--- src/rtl/exe_stage_mc.sv ---
// Execute stage: single-cycle ALU with NZCV flags, branch target adder, and an
// iterative radix-2 shift-add multiplier behind a valid/ready handshake.
module exe_stage_mc #(
    parameter int unsigned DATA_W = 32,
    parameter int unsigned IMM_W  = 24,
    parameter int unsigned MUL_EN = 1
) (
    input  logic              clk,
    input  logic              rst,
    input  logic              flush,
    input  logic              in_valid,
    output logic              in_ready,
    input  logic [3:0]        EXE_CMD,
    input  logic [DATA_W-1:0] Val_Rn,
    input  logic [DATA_W-1:0] Val2,
    input  logic [DATA_W-1:0] PC,
    input  logic [IMM_W-1:0]  Signed_imm,
    input  logic [3:0]        SR,
    output logic              out_valid,
    input  logic              out_ready,
    output logic [DATA_W-1:0] ALU_result,
    output logic [DATA_W-1:0] Br_addr,
    output logic [3:0]        status,
    output logic              busy
);

    localparam int unsigned CNT_W = $clog2(DATA_W);
    localparam int unsigned MSB   = DATA_W - 1;

    localparam logic [0:0] S_IDLE = 1'b0;
    localparam logic [0:0] S_MUL  = 1'b1;

    localparam logic [3:0] CMD_MOV = 4'b0001;
    localparam logic [3:0] CMD_ADD = 4'b0010;
    localparam logic [3:0] CMD_ADC = 4'b0011;
    localparam logic [3:0] CMD_SUB = 4'b0100;
    localparam logic [3:0] CMD_SBC = 4'b0101;
    localparam logic [3:0] CMD_AND = 4'b0110;
    localparam logic [3:0] CMD_ORR = 4'b0111;
    localparam logic [3:0] CMD_EOR = 4'b1000;
    localparam logic [3:0] CMD_MVN = 4'b1001;
    localparam logic [3:0] CMD_MUL = 4'b1010;

    logic [0:0]        state_q,     state_d;
    logic              out_valid_q, out_valid_d;
    logic [DATA_W-1:0] result_q,    result_d;
    logic [DATA_W-1:0] br_q,        br_d;
    logic [3:0]        status_q,    status_d;
    logic [DATA_W-1:0] mcand_q,     mcand_d;
    logic [DATA_W-1:0] mplier_q,    mplier_d;
    logic [DATA_W-1:0] acc_q,       acc_d;
    logic [CNT_W-1:0]  cnt_q,       cnt_d;
    logic [1:0]        cv_q,        cv_d;

    logic [DATA_W-1:0] alu_res;
    logic [3:0]        alu_st;
    logic [DATA_W-1:0] b_eff;
    logic              cin;
    logic              is_arith;
    logic              use_sr;
    logic              ovf;
    logic [DATA_W:0]   sum;
    logic [DATA_W-1:0] imm_ext;
    logic [DATA_W-1:0] br_c;
    logic [DATA_W-1:0] acc_step;
    logic              accept;
    logic              mul_start;

    // Subtraction is a + ~b + cin so C falls out as NOT borrow.
    always_comb begin
        alu_res  = Val_Rn;
        b_eff    = Val2;
        cin      = 1'b0;
        is_arith = 1'b0;
        use_sr   = 1'b0;
        case (EXE_CMD)
            CMD_MOV: alu_res = Val2;
            CMD_MVN: alu_res = ~Val2;
            CMD_ADD: is_arith = 1'b1;
            CMD_ADC: begin is_arith = 1'b1; cin = SR[1]; end
            CMD_SUB: begin is_arith = 1'b1; b_eff = ~Val2; cin = 1'b1; end
            CMD_SBC: begin is_arith = 1'b1; b_eff = ~Val2; cin = SR[1]; end
            CMD_AND: alu_res = Val_Rn & Val2;
            CMD_ORR: alu_res = Val_Rn | Val2;
            CMD_EOR: alu_res = Val_Rn ^ Val2;
            CMD_MUL: alu_res = Val2;
            default: use_sr = 1'b1;
        endcase
        sum = {1'b0, Val_Rn} + {1'b0, b_eff} + (DATA_W + 1)'(cin);
        ovf = (Val_Rn[MSB] == b_eff[MSB]) & (sum[MSB] != Val_Rn[MSB]);
        if (is_arith) begin
            alu_res = sum[DATA_W-1:0];
        end
        if (use_sr) begin
            alu_st = SR;
        end else begin
            alu_st = {alu_res[MSB], alu_res == '0,
                      is_arith ? sum[DATA_W] : SR[1],
                      is_arith ? ovf         : SR[0]};
        end
    end

    // Branch target: word offset scaled to bytes, wraps modulo 2^DATA_W.
    always_comb begin
        imm_ext = {{(DATA_W - IMM_W){Signed_imm[IMM_W-1]}}, Signed_imm};
        br_c    = PC + (imm_ext << 2);
    end

    assign in_ready  = (state_q == S_IDLE) & (~out_valid_q | out_ready) & ~rst;
    assign accept    = in_valid & in_ready & ~flush;
    assign mul_start = accept & (EXE_CMD == CMD_MUL) & (MUL_EN != 0);
    assign acc_step  = acc_q + (mplier_q[0] ? mcand_q : '0);

    // Next-state and datapath update.
    always_comb begin
        state_d     = state_q;
        out_valid_d = out_valid_q;
        result_d    = result_q;
        br_d        = br_q;
        status_d    = status_q;
        mcand_d     = mcand_q;
        mplier_d    = mplier_q;
        acc_d       = acc_q;
        cnt_d       = cnt_q;
        cv_d        = cv_q;

        if (out_valid_q & out_ready) begin
            out_valid_d = 1'b0;
        end

        if (state_q == S_IDLE) begin
            if (accept) begin
                br_d = br_c;
                if (mul_start) begin
                    state_d  = S_MUL;
                    mcand_d  = Val_Rn;
                    mplier_d = Val2;
                    acc_d    = '0;
                    cnt_d    = '0;
                    cv_d     = SR[1:0];
                end else begin
                    result_d    = alu_res;
                    status_d    = alu_st;
                    out_valid_d = 1'b1;
                end
            end
        end else begin
            acc_d    = acc_step;
            mcand_d  = mcand_q << 1;
            mplier_d = mplier_q >> 1;
            cnt_d    = cnt_q + CNT_W'(1);
            if (cnt_q == CNT_W'(DATA_W - 1)) begin
                state_d     = S_IDLE;
                result_d    = acc_step;
                status_d    = {acc_step[MSB], acc_step == '0, cv_q};
                out_valid_d = 1'b1;
            end
        end

        if (flush) begin
            state_d     = S_IDLE;
            out_valid_d = 1'b0;
        end
    end

    always_ff @(posedge clk) begin
        if (rst) begin
            state_q     <= S_IDLE;
            out_valid_q <= 1'b0;
            result_q    <= '0;
            br_q        <= '0;
            status_q    <= '0;
            mcand_q     <= '0;
            mplier_q    <= '0;
            acc_q       <= '0;
            cnt_q       <= '0;
            cv_q        <= '0;
        end else begin
            state_q     <= state_d;
            out_valid_q <= out_valid_d;
            result_q    <= result_d;
            br_q        <= br_d;
            status_q    <= status_d;
            mcand_q     <= mcand_d;
            mplier_q    <= mplier_d;
            acc_q       <= acc_d;
            cnt_q       <= cnt_d;
            cv_q        <= cv_d;
        end
    end

    assign out_valid  = out_valid_q;
    assign ALU_result = result_q;
    assign Br_addr    = br_q;
    assign status     = status_q;
    assign busy       = (state_q == S_MUL);

endmodule

--- config.mk ---
export PLATFORM = sky130hd
export DESIGN_NAME = exe_stage_mc
export DESIGN_NICKNAME = d
export VERILOG_FILES = /design/src/rtl/exe_stage_mc.sv
export SDC_FILE = /design/constraint.sdc
export NUM_CORES = 1
export LEC_CHECK = 0
export BUFFER_PORTS_ARGS = -buffer_cell sky130_fd_sc_hd__buf_2
export CORE_MARGIN = 4
export CORE_UTILIZATION = 58
export CTS_CLUSTER_SIZE = 14
export DETAILED_ROUTE_END_ITERATION = 16
export PLACE_DENSITY_LB_ADDON = 0.05
export SETUP_SLACK_MARGIN = 0.02
export SLEW_MARGIN = 25
export SYNTH_ARGS = -nofsm -noshare
export SYNTH_HDL_FRONTEND = slang
export SYNTH_SLANG_ARGS = --single-unit
export TNS_END_PERCENT = 20
--- constraint.sdc ---
create_clock -name clk -period 13.2 [get_ports clk]
set_input_delay 0.66 -clock clk [delete_from_list [all_inputs] [get_ports clk]]
set_output_delay 0.66 -clock clk [all_outputs]
set_load 0.01 [all_outputs]
==> out/summary.txt <==
Total CTS buffers: 17
Share of post-route cells with drive strength above 1: 13.6%
FF-to-FF End: status[2]
Final min period: 5.32 ns
First-pass GRT wire length: 71.7 mm
CTS Hold Bufs: 0
Dpl hpwl: 34.7 mm
Worst Setup Start Kind: primary input
Final Util: 66.1%
I/O Pins: 204
Synth area leader: dfxtp_1
Worst IR drop on VDD: 0.0000790 V
Clock tree root driver cell: clkbuf_16
Worst EP arrival: 5.69 ns
Slew margin rel.: 28.9%
Leakage power: 6.88 nW
Gr usage total: 33.2%
Critical R2R Launch: mplier_q[0]
Power per cell area: 90.0 nW/um^2
Final Non-Filler Cells: 2372
CP max FO: 53
Crit path largest cell delay: 0.72 ns
Setup TNS: 0 ns
Placement-stage cell area: 15500 sq um
Clock transition at path regs: 0.07 ns
Async S/R FF share, synth: 0%
Fin nets: 2329
Core Rows: 57
Crit end category: flop
Gr ovfl total: 0
Syn_nets: 2200
Finished Cell Area: 16100 sq um
Worst skew pair latency: 0.44 ns
Post-synth EDFFs: 0
Vias per inst: 6.23
Worst Setup EP: status[2]
Worst-Margin Slew: 1.07 ns
RSZ-0062 raised after global routing: no
Outcome: finished clean
Post-CTS Resized: 0
R2R Setup Slk: 9.00 ns
Final period util: 40.3%
Stages on the worst setup path: 19
Worst path slowest cell: buf_2
Delay-heaviest family, CP: compound AO/OA/AOI/OAI gates
Via count: 14800
Hold Crit Class: in -> reg
Post-synthesis to final-layout area growth: 12.3%
Worst Path Buf+Inv: 1
Die height: 165 um
DR pass1 iterations: 6
Setup CP Type: in -> reg
Mapped Area: 14300 sq um
Horiz. Die Dim: 165 um
DRT antenna net count: 0
FF-to-FF path depth: 13
CP required: 13.57 ns
Gpl congestion: 0.994
Vias in the first global route: 13200
Initial DRC Count: 1465
Sequential fraction of the synthesis area: 24.2%
Drc violations: 0
Synth warnings: 0
Crit-path most repeated cell: fa_1
Synth Instances: 1906
Clock net sink count: 173
Top-area cell type share of the netlist area: 24.2%
Die ar.: 27300 sq um
CTS H-tree depth: 4
N_diodes: 0
Port Buffers: 203
Largest net degree at the start of global routing: 99
Most used DFF post-synth: dfxtp_1
Max Cap Violations: 0
Initial antenna violation count: 2
Count of different cell masters after synthesis: 76
Top post-synthesis cells by area: dfxtp_1, ha_1, a21oi_1
Inst Count DP: 2340
DR WL/cell: 19.6 um
Core area: 24300 sq um
Cell Chain, Critical Path: buf_2, nand2_1, mux2i_1, a22oi_1, or2_2, fa_1, fa_1, nand2b_1, a21o_1, a21oi_1, o211ai_1, o21ba_2, o31a_1, xnor2_1, a221oi_1, nand4_1, nor4_1, a31oi_1, o21ai_1
Seq cells post-synth: 173
CTS tree: yes
Syn_area_per_cell: 7.51 sq um
Pins Over Slew Limit: 0
Fmax: 188 MHz
Worst-case clock buffer depth: 2
WHS: 0.402 ns
# setup viols final: 0
Final hold vios: 0
Crit. Startpoint: EXE_CMD[0]
Final WL: 46.4 mm
Worst Clk Skew: 0.0162 ns
Initial Util: 58.9%
Setup bufs post-CTS: 0
-- cells by family (layout without fill, tap and decap cells) --
family / Yosys count / after routing / share of synthesized area [%]
and+or+nand+nor: 589 / 589 / 19.1
DFF: 173 / 173 / 24.2
AOI/OAI and AO/OA: 663 / 663 / 29.5
muxes: 10 / 10 / 0.725
buffers and inverters: 198 / 340 / 5.32
adders and majority gates: 161 / 161 / 14.3
xor gates and xnor gates: 112 / 112 / 6.85
-- worst min path at each step --
stage,cells past startpoint,slack (ns),start,endpoint
after floorplan,2,0.44,acc_q[22],acc_q[22]
after global placement,2,0.44,ALU_result[3],ALU_result[3]
after detailed placement,2,0.44,Br_addr[7],Br_addr[7]
after CTS,2,0.39,flush,busy
after global routing,2,0.40,flush,busy
final,2,0.40,flush,busy
-- layout make-up --
class / instances / area (sq um)
inverter: 91 / 342
clock buffer: 18 / 429
timing repair buffer: 217 / 1130
sequential: 173 / 3470
clock inverter: 14 / 151
tap: 324 / 405
multi-input combinational: 1535 / 10200
fill: 2192 / 8230
-- sequential cells by signal (all words and copies together) (netlist names), 2 cells and up --
| signal | cells |
|---|---|
| ALU_result | 32 |
| Br_addr | 32 |
| mplier_q | 32 |
| acc_q | 32 |
| cv_q | 2 |
| status | 4 |
| mcand_q | 32 |
| cnt_q | 5 |
-- stage by stage --
step	setup slack, ns	power [W]
global placement	7.77	0.000935
global route	7.54	0.00151
detailed placement	7.55	0.000941
floorplan	8.26	0.000814
CTS	7.99	0.00144
finish	7.88	0.00145
-- cell usage after synthesis, types with 10 or more instances --
| cell type | number |
|---|---|
| a21oi_1 | 260 |
| nand2_1 | 234 |
| dfxtp_1 | 173 |
| ha_1 | 157 |
| nor2_1 | 154 |
| o21ai_0 | 97 |
| inv_1 | 91 |
| xnor2_1 | 84 |
| a22oi_1 | 78 |
| clkbuf_1 | 77 |
| and2_1 | 44 |
| a21o_1 | 35 |
| o211ai_1 | 33 |
| xor2_1 | 28 |
| a211oi_1 | 23 |
| nor3_1 | 23 |
| nand3_1 | 21 |
| nand4_1 | 19 |
| nand2b_1 | 18 |
| nor2b_1 | 17 |
| buf_1 | 15 |
| buf_2 | 15 |
| a221oi_1 | 13 |
| and3_1 | 12 |
| o21bai_1 | 12 |
| o21ai_1 | 10 |
-- report_power, final --
part | internal [W] | switching (W) | total (W)
combinational | 0.000152 | 0.000249 | 0.000402
sequential | 0.000533 | 0.00000678 | 0.000539
clock | 0.000252 | 0.000254 | 0.000506
total | 0.000937 | 0.000510 | 0.00145
-- cell usage in the layout, fill, tap and decap left out, types with 16 or more instances in the layout --
master / n
o211ai_1: 33
a211oi_1: 23
xnor2_1: 84
a22oi_1: 78
nor2b_1: 16
o21ai_0: 96
nand2_1: 234
xor2_1: 28
ha_1: 157
dfxtp_1: 171
nand3_1: 21
buf_2: 202
a21oi_1: 260
clkbuf_16: 17
inv_1: 91
nor2_1: 151
a21o_1: 35
nand4_1: 19
and2_1: 44
nand2b_1: 18
nor3_1: 22
-- metal layers --
layer	up-vias	wire (um)	GRT usage [%]
met5	-	12	0
li1	7109	-	-
met3	53	4650	7.67
met2	664	20100	49.3
met1	6958	20900	49.0
met4	2	694	6.69
Note: power is estimated with default switching activity, not from simulation.
